### src/rtl/tybec_leaf_map_pipe_if.sv
// rtl/tybec_leaf_map_pipe_if.sv - handshake bundle for the leaf map pipeline
interface tybec_leaf_map_pipe_if #(
  parameter int DATAW = 32
);
  logic             ivalid_in1;
  logic [DATAW-1:0] in1;
  logic             ivalid_in2;
  logic [DATAW-1:0] in2;
  logic             iready;
  logic             ovalid;
  logic [DATAW-1:0] out1;
  logic             oready;
  logic             busy;

  modport master (
    output ivalid_in1, in1, ivalid_in2, in2, oready,
    input  iready, ovalid, out1, busy
  );

  modport slave (
    input  ivalid_in1, in1, ivalid_in2, in2, oready,
    output iready, ovalid, out1, busy
  );
endinterface

### src/rtl/tybec_leaf_map_pipe.sv
// rtl/tybec_leaf_map_pipe.sv - fixed-latency map operator with credit-guarded output buffer
module tybec_leaf_map_pipe #(
  parameter int               DATAW      = 32,
  parameter int               LAT        = 3,
  parameter int               OP         = 2,
  parameter int               USE_CONST  = 1,
  parameter logic [DATAW-1:0] CONST      = 432,
  parameter int               FIFO_DEPTH = 5
) (
  input logic                   clk,
  input logic                   rst,
  tybec_leaf_map_pipe_if.slave  bus
);

  localparam int CW = $clog2(FIFO_DEPTH + LAT + 1);
  localparam int PW = (FIFO_DEPTH > 1) ? $clog2(FIFO_DEPTH) : 1;
  localparam int NS = (LAT > 1) ? LAT - 1 : 1;

  logic [CW-1:0]    count;
  logic [CW-1:0]    inflight;
  logic [CW-1:0]    occupancy;
  logic [PW-1:0]    wr_ptr;
  logic [PW-1:0]    rd_ptr;
  logic [DATAW-1:0] mem [FIFO_DEPTH];
  logic [DATAW-1:0] opb;
  logic [DATAW-1:0] result;
  logic [DATAW-1:0] push_data;
  logic [NS-1:0]    stage_vld;
  logic [DATAW-1:0] stage_dat [NS];
  logic             iready_w;
  logic             fire;
  logic             push;
  logic             pop;

  function automatic logic [PW-1:0] ptr_inc(input logic [PW-1:0] p);
    return (p == PW'(FIFO_DEPTH - 1)) ? '0 : p + 1'b1;
  endfunction

  // Credit covers every slot a result could still need, so the buffer never overflows.
  always_comb begin
    inflight = '0;
    for (int i = 0; i < NS; i++) begin
      inflight = inflight + CW'(stage_vld[i]);
    end
  end

  assign occupancy  = inflight + count;
  assign iready_w   = occupancy < CW'(FIFO_DEPTH);
  assign fire       = iready_w & bus.ivalid_in1 & (bus.ivalid_in2 | (USE_CONST != 0)) & ~rst;
  assign pop        = bus.ovalid & bus.oready;

  assign bus.iready = iready_w;
  assign bus.ovalid = (count != '0);
  assign bus.busy   = (occupancy != '0);
  assign bus.out1   = mem[rd_ptr];

  assign opb = (USE_CONST != 0) ? CONST : bus.in2;

  always_comb begin
    result = '0;
    case (OP)
      0:       result = bus.in1 + opb;
      1:       result = bus.in1 - opb;
      2:       result = bus.in1 * opb;
      default: result = (bus.in1 > opb) ? bus.in1 : opb;
    endcase
  end

  // Result is formed at the accept edge and then simply delayed, so every slot advances each cycle.
  if (LAT > 1) begin : g_pipe
    always_ff @(posedge clk) begin
      if (rst) begin
        stage_vld <= '0;
      end else begin
        stage_vld[0] <= fire;
        for (int i = 1; i < NS; i++) begin
          stage_vld[i] <= stage_vld[i-1];
        end
      end
    end

    always_ff @(posedge clk) begin
      stage_dat[0] <= result;
      for (int i = 1; i < NS; i++) begin
        stage_dat[i] <= stage_dat[i-1];
      end
    end

    assign push      = stage_vld[NS-1];
    assign push_data = stage_dat[NS-1];
  end else begin : g_comb
    assign stage_vld    = '0;
    assign stage_dat[0] = '0;
    assign push         = fire;
    assign push_data    = result;
  end

  always_ff @(posedge clk) begin
    if (rst) begin
      count  <= '0;
      wr_ptr <= '0;
      rd_ptr <= '0;
    end else begin
      if (push) begin
        wr_ptr <= ptr_inc(wr_ptr);
      end
      if (pop) begin
        rd_ptr <= ptr_inc(rd_ptr);
      end
      case ({push, pop})
        2'b10:   count <= count + 1'b1;
        2'b01:   count <= count - 1'b1;
        default: count <= count;
      endcase
    end
  end

  always_ff @(posedge clk) begin
    if (push) begin
      mem[wr_ptr] <= push_data;
    end
  end

endmodule

### src/flat_wrapper.sv
// flat-port wrapper written by rule: the top's interface ports become plain ports
module tybec_leaf_map_pipe_flat 
#(
  parameter int               DATAW      = 32,
  parameter int               LAT        = 3,
  parameter int               OP         = 2,
  parameter int               USE_CONST  = 1,
  parameter logic [DATAW-1:0] CONST      = 432,
  parameter int               FIFO_DEPTH = 5
)
  (clk, rst, bus_ivalid_in1, bus_in1, bus_ivalid_in2, bus_in2, bus_oready, bus_iready, bus_ovalid, bus_out1, bus_busy);
  tybec_leaf_map_pipe_if #(.DATAW(DATAW)) bus_i ();
  input logic clk;
  input logic rst;
  input wire logic [$bits(bus_i.ivalid_in1)-1:0] bus_ivalid_in1;
  input wire logic [$bits(bus_i.in1)-1:0] bus_in1;
  input wire logic [$bits(bus_i.ivalid_in2)-1:0] bus_ivalid_in2;
  input wire logic [$bits(bus_i.in2)-1:0] bus_in2;
  input wire logic [$bits(bus_i.oready)-1:0] bus_oready;
  output wire logic [$bits(bus_i.iready)-1:0] bus_iready;
  output wire logic [$bits(bus_i.ovalid)-1:0] bus_ovalid;
  output wire logic [$bits(bus_i.out1)-1:0] bus_out1;
  output wire logic [$bits(bus_i.busy)-1:0] bus_busy;
  assign bus_i.ivalid_in1 = bus_ivalid_in1;
  assign bus_i.in1 = bus_in1;
  assign bus_i.ivalid_in2 = bus_ivalid_in2;
  assign bus_i.in2 = bus_in2;
  assign bus_i.oready = bus_oready;
  assign bus_iready = bus_i.iready;
  assign bus_ovalid = bus_i.ovalid;
  assign bus_out1 = bus_i.out1;
  assign bus_busy = bus_i.busy;
  tybec_leaf_map_pipe #(.DATAW(DATAW), .LAT(LAT), .OP(OP), .USE_CONST(USE_CONST), .CONST(CONST), .FIFO_DEPTH(FIFO_DEPTH)) u_core (.clk(clk), .rst(rst), .bus(bus_i));
endmodule
### config.mk
export PLATFORM = sky130hd
export DESIGN_NAME = tybec_leaf_map_pipe_flat
export DESIGN_NICKNAME = d
export VERILOG_FILES = /design/src/rtl/tybec_leaf_map_pipe_if.sv /design/src/rtl/tybec_leaf_map_pipe.sv /design/src/flat_wrapper.sv
export SDC_FILE = /design/constraint.sdc
export NUM_CORES = 1
export LEC_CHECK = 0
export BUFFER_PORTS_ARGS = -buffer_cell sky130_fd_sc_hd__buf_2
export CAP_MARGIN = 15
export CORE_MARGIN = 10
export CORE_UTILIZATION = 45
export DETAILED_ROUTE_END_ITERATION = 8
export PLACE_DENSITY_LB_ADDON = 0.1
export SYNTH_ARGS = -nofsm -noshare
export SYNTH_HDL_FRONTEND = slang
export SYNTH_SLANG_ARGS = --single-unit
### constraint.sdc
create_clock -name clk -period 5.4 [get_ports clk]
set_input_delay 1.62 -clock clk [delete_from_list [all_inputs] [get_ports clk]]
set_output_delay 1.62 -clock clk [all_outputs]
set_load 0.005 [all_outputs]
==> impl_metrics.tcl, run 1 <==
set metrics [dict create \
    initial_utilization_pct 45.75 \
    clk_path_buf_depth 3 \
    synth_area_per_cell_sq_um 13.66 \
    cts-hold-fix-buffers 0 \
    fmax_mhz 213.1 \
    path_cells "buf_2 -> ha_1 -> fa_1 -> inv_1 -> fa_1 -> inv_1 -> ha_1 -> a21oi_1 -> o21ai_0 -> or3_1 -> or3_4 -> a31oi_1 -> o211ai_2" \
    crit_path_start_kind "primary input" \
    cts_inserted_buffers 20 \
    place_ws_ns 0.2205 \
    io_buffers 62 \
    post-synth-top-count-cell "edfxtp_1" \
    slew_viol_final 0 \
    hold_depth 0 \
    min-delay-start "u_core.stage_dat[0][8]" \
    synth_cell_types 58 \
    wl_microns 18720 \
    syn2layout_area_growth_pct 12.37 \
    synthTopCellsByArea "edfxtp_1 41%, dfxtp_1 14%, fa_1 8.9%, ha_1 7.6%, mux4_2 6.1%" \
    diodes 0 \
    core-area_sq_um 22640 \
    synth.top_cell.area_share_pct 40.59 \
    die_x_microns 171.7 \
    synth.cell_area_sq_um 10360 \
    period_minus_slack_ns 4.692 \
    postSynthCellCount 758 \
    cp-end-kind "flip-flop" \
    rrSetupSlack_ns 2.72 \
    drtAntennaViolNets 0 \
    ys.flop_type "edfxtp_1" \
    grt_pass1_wl_microns 31450 \
    worstPathMaxFanout 8 \
    clk_latency_ns 0.49 \
    hpwl_microns 13250 \
    grt_usage_pct 13.20 \
    drive_above_1_share_pct 21.05 \
    grt_pass1_vias 6161 \
    crit_family "adder cells" \
    setup_viol 0 \
    critPathMaxStageDelay_ns 0.51 \
    finalInstanceArea_sq_um 11640 \
    setup_slack_ns 0.7083 \
    clockRootBuffer "clkbuf_16" \
    yosysWarnings 0 \
    async_reset_ff_share_pct 0 \
    synth_seq_cells 211 \
    skew_ns 0.01831 \
    crit_slowest_cell "fa_1" \
    hold_end "u_core.stage_dat[0][40]" \
    cts_tree "done" \
    post_cts_resized 0 \
    tightestPinTransition_ns 1.088 \
    path_class "in -> reg" \
    reg2reg_to "u_core.count[3]" \
    required_ns 5.76 \
    wl_per_cell_microns 16.63 \
    drt_iter0_markers 365 \
    path_clk_slew_ns 0.06 \
    hold_viol_final 0 \
    fin_tns_setup_ns 0 \
    grt_overflow 0 \
    slew_headroom_pct 26.84 \
    whs_ns 0.3246 \
    r2r_cells 10 \
    globalplace.congestion 0.8076 \
    vias_per_cell 5.041 \
    clock-sinks 211 \
    placed_area_sq_um 11000 \
    nets 1005 \
    p_total_mw 5.281 \
    ir_drop_uv 195.7 \
    leakage_nw 4.686 \
    status "completed" \
    drc 0 \
    die_area_sq_um 29480 \
    hold_class "reg -> reg" \
    die_h_microns 171.7 \
    rows 55 \
    boundaryPins 104 \
    timing.final.crit_share_pct 86.88 \
    synth_area_leader_cell "edfxtp_1" \
    timing.rr.start "u_core.count[1]" \
    htreeDepth 1 \
    maxCapViolations 0 \
    dr.pass1.iters 4 \
    ys_seq_area_share_pct 54.31 \
    cts_setup_buffers 0 \
    crit_arrival_ns 5.05 \
    synthTopCellsByCount "140 x edfxtp_1, 115 x inv_1, 71 x dfxtp_1" \
    p_per_area_nw_per_um2 453.7 \
    grt_antenna_before_repair 0 \
    critical_path_buf_inv_count 3 \
    grt_max_degree 29 \
    synth_edf_count 140 \
    num_vias 5676 \
    grt_setup_unrepaired "false" \
]
[worst register-to-register path: cells and delay by family, from the launching register on]
| kind | cells | cell delay, ns |
|---|---|---|
| AO/OA/AOI/OAI | 3 | 0.51 |
| XOR/XNOR | 1 | 0.09 |
| flip-flops | 1 | 0.36 |
| buffers and inverters | 1 | 0.10 |
| adder cells (fa/ha/maj) | 2 | 0.53 |
| AND/OR/NAND/NOR | 3 | 1.03 |
[layout make-up]
cell class	instances	area, sq um
clock buffers	27	583.1
clock inverters	9	52.55
fillers	1937	11000
inverters	115	431.7
multi-input cells	410	4223
flip-flops and latches	211	5629
well taps	285	356.6
repair buffers	69	362.8
[metrics by stage]
stage	instances	utilization, %
2_1_floorplan	761	-
3_3_place_gp	1089	48.57
3_5_place_dp	1089	48.57
4_1_cts	1125	51.37
5_1_grt	1126	51.41
6_report	1126	51.41
[state kept, by name, summed over array words and instances, names as in the netlist, named ones only]
register	flops
u_core.wr_ptr	3
u_core.rd_ptr	3
u_core.count	4
u_core.stage_dat	56
u_core.stage_vld	2
u_core.mem	140
[how the worst max path moves through the flow]
stage / from / end / slack (ns) / cells after the start
after global placement: bus_in1[8] / u_core.stage_dat[0][31] / 0.25 / 13
after detailed placement: bus_in1[8] / u_core.stage_dat[0][31] / 0.22 / 13
final: bus_in1[8] / u_core.stage_dat[0][31] / 0.71 / 13
after CTS: bus_in1[8] / u_core.stage_dat[0][31] / 0.72 / 13
after floorplan: bus_in1[14] / u_core.stage_dat[0][31] / 0.60 / 12
after global routing: bus_in1[8] / u_core.stage_dat[0][31] / 0.55 / 13
[layer usage]
layer  vias up  track usage, %  routed length (microns)
li1       2809               -                        -
met1      2765           17.14                     8810
met2        80           22.65                     9012
met3        22           1.788                      608
met4         0           3.554                      290
met5         -               0                        0
[report_power, final]
| group | total, mW | switching, mW | leakage (nW) | internal [mW] |
|---|---|---|---|---|
| clock | 1.33 | 0.568 | 0.324 | 0.766 |
| sequential | 2.34 | 0.219 | 1.86 | 2.12 |
| combinational | 1.61 | 0.862 | 2.50 | 0.748 |
| total | 5.28 | 1.65 | 4.69 | 3.63 |
[cell usage in the layout (no fill, tap or decap), types with 3 or more instances in the layout]
master,n
a31oi_1,3
a21oi_1,33
clkinv_2,5
o211ai_1,8
buf_4,6
clkbuf_1,3
xor2_1,14
nand4_1,8
nor2_1,30
nor2b_1,6
a211oi_1,6
inv_4,3
nand3b_1,3
clkbuf_16,22
dfxtp_2,3
o21ai_0,23
mux4_2,28
dfxtp_1,68
conb_1,4
ha_1,63
xnor2_1,19
nor3_1,4
buf_2,62
a21o_1,10
edfxtp_1,140
or3_1,4
fa_1,46
mux2_2,30
nand2_1,22
and3_1,4
inv_1,115
[logic make-up (layout without fill, tap and decap cells)]
kind of cell | count (synthesis) | after routing | synth area share, %
AOI/OAI and AO/OA | 107 | 107 | 6.801
xor gates and xnor gates | 33 | 33 | 2.791
adders and majority gates | 109 | 109 | 16.50
buffers and inverters | 140 | 220 | 5.291
DFF | 211 | 211 | 54.31
muxes | 59 | 59 | 9.447
other | 1 | 4 | 0.03621
and+or+nand+nor | 98 | 98 | 4.820
No activity file was read; power rests on OpenSTA's default activity.
==> inputs of run 2 (changes only) <==
Settings changed: CORE_MARGIN 10 to 1.5, CORE_UTILIZATION 45 to 40, GPL_TIMING_DRIVEN set to 1.
==> run 2 against run 1 <==
Routed wire length shrank 0.19%; core utilization is 4.6 points lower; sequential cell count unchanged; total power increased by 5.0%; clock power is 20% higher.
==> impl_metrics.tcl, run 2 (synthesized netlist as in run 1, its figures left out) <==
set metrics [dict create \
    final_cell_mix "140 x edfxtp_1, 115 x inv_1, 68 x dfxtp_1" \
    grt_overflow 0 \
    die_h_microns 163.9 \
    maxCapViolations 0 \
    clock-sinks 211 \
    grt_max_degree 29 \
    io_buffers 62 \
    cts_tree "done" \
    p_seq_share_pct 41.9 \
    timing.rr.start "u_core.count[1]" \
    largest_reg_flops 140 \
    cts-hold-fix-buffers 0 \
    required_ns 5.76 \
    tightestPinTransition_ns 1.035 \
    fmax_mhz 215.7 \
    p_total_mw 5.543 \
    switchingPower_mw 1.641 \
    htreeDepth 1 \
    rows 58 \
    setup_viol 0 \
    ir_drop_uv 185.9 \
    crit_path_start_kind "primary input" \
    diodes 0 \
    startpoint "bus_in1[10]" \
    num_vias 5792 \
    grt_pass1_vias 6102 \
    hold_viol_final 0 \
    p_per_area_nw_per_um2 467.9 \
    crit_family "adder cells" \
    clockPowerShare_pct 28.6 \
    grt_usage_pct 14.35 \
    hpwl_microns 13320 \
    nets 1005 \
    min-delay-start "u_core.stage_dat[0][8]" \
    clockRootBuffer "clkbuf_16" \
    wl_per_cell_microns 15.96 \
    reg.largest.list "u_core.mem x140, u_core.stage_dat x56, u_core.count x4" \
    core-area_sq_um 25330 \
    nFillCells 2258 \
    switching_share_pct 29.60 \
    initial_utilization_pct 40.90 \
    combinationalPowerShare_pct 29.4 \
    slew_viol_final 0 \
    skew_ns 0.009481 \
    crit_arrival_ns 5.00 \
    path_clk_slew_ns 0.06 \
    wl_microns 18690 \
    vias_per_cell 4.946 \
    drive_above_1_share_pct 21.05 \
    clk_latency_ns 0.48 \
    clk_path_buf_depth 3 \
    timing.final.crit_share_pct 85.85 \
    worstPathMaxFanout 9 \
    drt_iter0_markers 322 \
    period_minus_slack_ns 4.636 \
    hold_class "reg -> reg" \
    fin_tns_setup_ns 0 \
    drc 0 \
    drtAntennaViolNets 0 \
    critPathMaxStageDelay_ns 0.50 \
    leakage_nw 4.744 \
    final_common_cell "edfxtp_1" \
    top_register "u_core.mem" \
    critical_path_buf_inv_count 3 \
    die_area_sq_um 26870 \
    grt_setup_unrepaired "false" \
    post_cts_resized 0 \
    syn2layout_area_growth_pct 14.38 \
    p_int_mw 3.902 \
    path_cells "buf_2 -> ha_1 -> fa_1 -> inv_1 -> fa_1 -> inv_1 -> ha_1 -> a21oi_2 -> o21ai_0 -> or3_1 -> or3_4 -> a31oi_1 -> o211ai_2" \
    grt_pass1_wl_microns 30420 \
    path_class "in -> reg" \
    crit_slowest_cell "fa_1" \
    dr.pass1.iters 4 \
    slew_headroom_pct 30.42 \
    grt_antenna_before_repair 0 \
    cp-end-kind "flip-flop" \
    die_x_microns 163.9 \
    cts_setup_buffers 0 \
    status "completed" \
    boundaryPins 104 \
    cts_inserted_buffers 20 \
    globalplace.congestion 0.8663 \
]
## run 2: per-stage QoR
step	cell area (sq um)	hold WS, ns	cells	utilization (%)	worst slack [ns]
floorplan	10370	0.3096	761	-	0.6010
global placement	11060	0.3105	1135	43.67	0.2866
detailed placement	11060	0.3121	1135	43.67	0.2856
CTS	11850	0.3250	1171	46.77	0.7869
global route	11850	0.3277	1171	46.77	0.6393
finish	11850	0.3239	1171	46.77	0.7640
## run 2: path summary, 6_finish.rpt
kind | slack (ns) | depth (start not counted) | to
setup / recovery | 0.76 | 13 | u_core.stage_dat[0][31]
hold / removal | 0.32 | 0 | u_core.stage_dat[0][40]
setup reg to reg | 2.78 | 10 | u_core.count[3]
hold reg to reg | 0.32 | 0 | u_core.stage_dat[0][40]
## run 2: per-layer routing
metal,vias up,wire (microns),GRT usage (%)
li1,2814,-,-
met1,2855,8870,19.54
met2,94,8881,24.47
met3,29,557,1.338
met4,0,378,4.050
met5,-,0,0
## run 2: layout make-up
type	count	area, sq um	area share [%]
tap	330	412.9	3.485
clock buffer	30	653.1	5.513
sequential	211	5629	47.52
clock inverter	6	133.9	1.130
timing repair buffer	69	362.8	3.063
multi-input combinational	410	4223	35.65
inverter	115	431.7	3.644
## run 2: power by group through the flow
stage	Sequential, mW	Clock, mW	Combinational (mW)
2_1_floorplan	2.25	0	1.28
3_3_place_gp	2.34	0	1.63
3_5_place_dp	2.37	0	1.64
4_1_cts	2.33	1.62	1.65
5_1_grt	2.37	1.68	1.84
6_report	2.32	1.59	1.63
==> inputs of run 3 (changes only) <==
Settings changed: CORE_UTILIZATION 40 to 50.
==> run 3 against run 2 <==
Routed wire length down 2.8%; first-iteration DRC count down 41%; hold slack better by 0.00087 ns; non-clock buffer count up 2; cell count down 4.8%; worst setup slack better by 0.0025 ns; combinational power about the same; sequential power about the same; critical endpoint unchanged.
==> impl_metrics.tcl, run 3 (synthesized netlist as in run 1, its figures left out) <==
set metrics [dict create \
    timing.final.crit_share_pct 85.80 \
    leakage_nw 4.666 \
    hold_viol_final 0 \
    path_class "in -> reg" \
    grt_pass1_vias 6095 \
    dr.pass1.iters 4 \
    vias_per_cell 5.194 \
    period_minus_slack_ns 4.633 \
    crit_path_start_kind "primary input" \
    drt_iter0_markers 189 \
    skew_ns 0.02134 \
    nFillCells 1677 \
    placed_area_sq_um 10980 \
    grt_setup_unrepaired "false" \
    whs_ns 0.3247 \
    final_common_cell "edfxtp_1" \
    clk_path_buf_depth 3 \
    post_cts_resized 0 \
    path_clk_slew_ns 0.06 \
    final_cell_mix "140 x edfxtp_1, 115 x inv_1, 68 x dfxtp_1" \
    maxCapViolations 0 \
    clockPowerShare_pct 24.5 \
    fmax_mhz 215.8 \
    p_total_mw 5.253 \
    rows 52 \
    tightestPinTransition_ns 0.8322 \
    die_x_microns 146.9 \
    hold_class "reg -> reg" \
    path_cells "buf_2 -> ha_1 -> fa_1 -> inv_1 -> fa_1 -> inv_1 -> ha_1 -> a21oi_2 -> o21ai_0 -> or3_1 -> or3_4 -> a31oi_1 -> o211ai_2" \
    p_per_area_nw_per_um2 452.3 \
    drive_above_1_share_pct 20.47 \
    nets 1008 \
    cts_inserted_buffers 21 \
    die_h_microns 146.9 \
    diodes 0 \
    drc 0 \
    p_seq_share_pct 44.4 \
    setup_viol 0 \
    fin_tns_setup_ns 0 \
    grt_max_degree 29 \
    reg.largest.list "u_core.mem x140, u_core.stage_dat x56, u_core.count x4" \
    switchingPower_mw 1.648 \
    crit_slowest_cell "fa_1" \
    crit_arrival_ns 4.99 \
    switching_share_pct 31.37 \
    core-area_sq_um 20300 \
    crit_family "adder cells" \
    finalInstanceArea_sq_um 11610 \
    critical_path_buf_inv_count 3 \
    required_ns 5.75 \
    ff_latch_area_sq_um 5629 \
    status "completed" \
    globalplace.congestion 0.7887 \
    num_vias 5791 \
    cts_setup_buffers 0 \
    wl_microns 18160 \
    initial_utilization_pct 51.02 \
    place_ws_ns 0.2595 \
    syn2layout_area_growth_pct 12.13 \
    slew_headroom_pct 44.52 \
    grt_antenna_before_repair 0 \
    clk_latency_ns 0.49 \
    wl_per_cell_microns 16.29 \
    hpwl_microns 13030 \
    ir_drop_uv 206.8 \
    p_int_mw 3.605 \
    critPathMaxStageDelay_ns 0.50 \
    combinationalPowerShare_pct 31.1 \
    top_register "u_core.mem" \
    cts-hold-fix-buffers 0 \
    multi_input_area_sq_um 4223 \
    htreeDepth 1 \
    die_area_sq_um 21590 \
    clock-sinks 211 \
    largest_reg_flops 140 \
    clockRootBuffer "clkbuf_16" \
    setup_slack_ns 0.7666 \
    cp-end-kind "flip-flop" \
    cts_tree "done" \
    drtAntennaViolNets 0 \
    boundaryPins 104 \
    grt_usage_pct 17.66 \
    slew_viol_final 0 \
    worstPathMaxFanout 9 \
    io_buffers 62 \
    grt_overflow 0 \
    grt_pass1_wl_microns 30680 \
]
## run 3: layer usage
layer  wire length (microns)  global-route usage (%)  vias up  share of wire (%)
li1                        -                       -     2824                  -
met1                    8593                   24.24     2868                 47
met2                    8910                   30.75       83                 49
met3                     460                   1.770       16                2.5
met4                     196                   3.750        0                1.1
met5                       0                       0        -                  0
## run 3: through the flow
step	cells	util [%]
CTS	1113	57.14
finish	1115	57.21
global route	1115	57.21
detailed placement	1075	54.11
floorplan	761	-
global placement	1075	54.11
## run 3: power groups by stage
stage	clock network, mW	registers (mW)	logic (mW)
after detailed placement	0	2.37	1.65
after global routing	1.38	2.37	1.86
final	1.29	2.33	1.64
after floorplan	0	2.25	1.28
after global placement	0	2.34	1.62
after CTS	1.31	2.34	1.66
## run 3: final timing paths
check / depth (start not counted) / slack [ns] / from / endpoint
setup reg to reg: 10 / 2.75 / u_core.count[1] / u_core.count[3]
setup / recovery: 13 / 0.77 / bus_in1[10] / u_core.stage_dat[0][31]
hold reg to reg: 0 / 0.32 / u_core.stage_dat[0][12] / u_core.stage_dat[0][44]
hold / removal: 0 / 0.32 / u_core.stage_dat[0][12] / u_core.stage_dat[0][44]
## run 3: area by class of cell
type | count | share of cell area, %
well taps | 270 | 2.909
repair buffers | 71 | 3.254
clock inverters | 9 | 0.4202
multi-input cells | 410 | 36.36
flip-flops and latches | 211 | 48.47
clock buffers | 29 | 4.870
inverters | 115 | 3.717
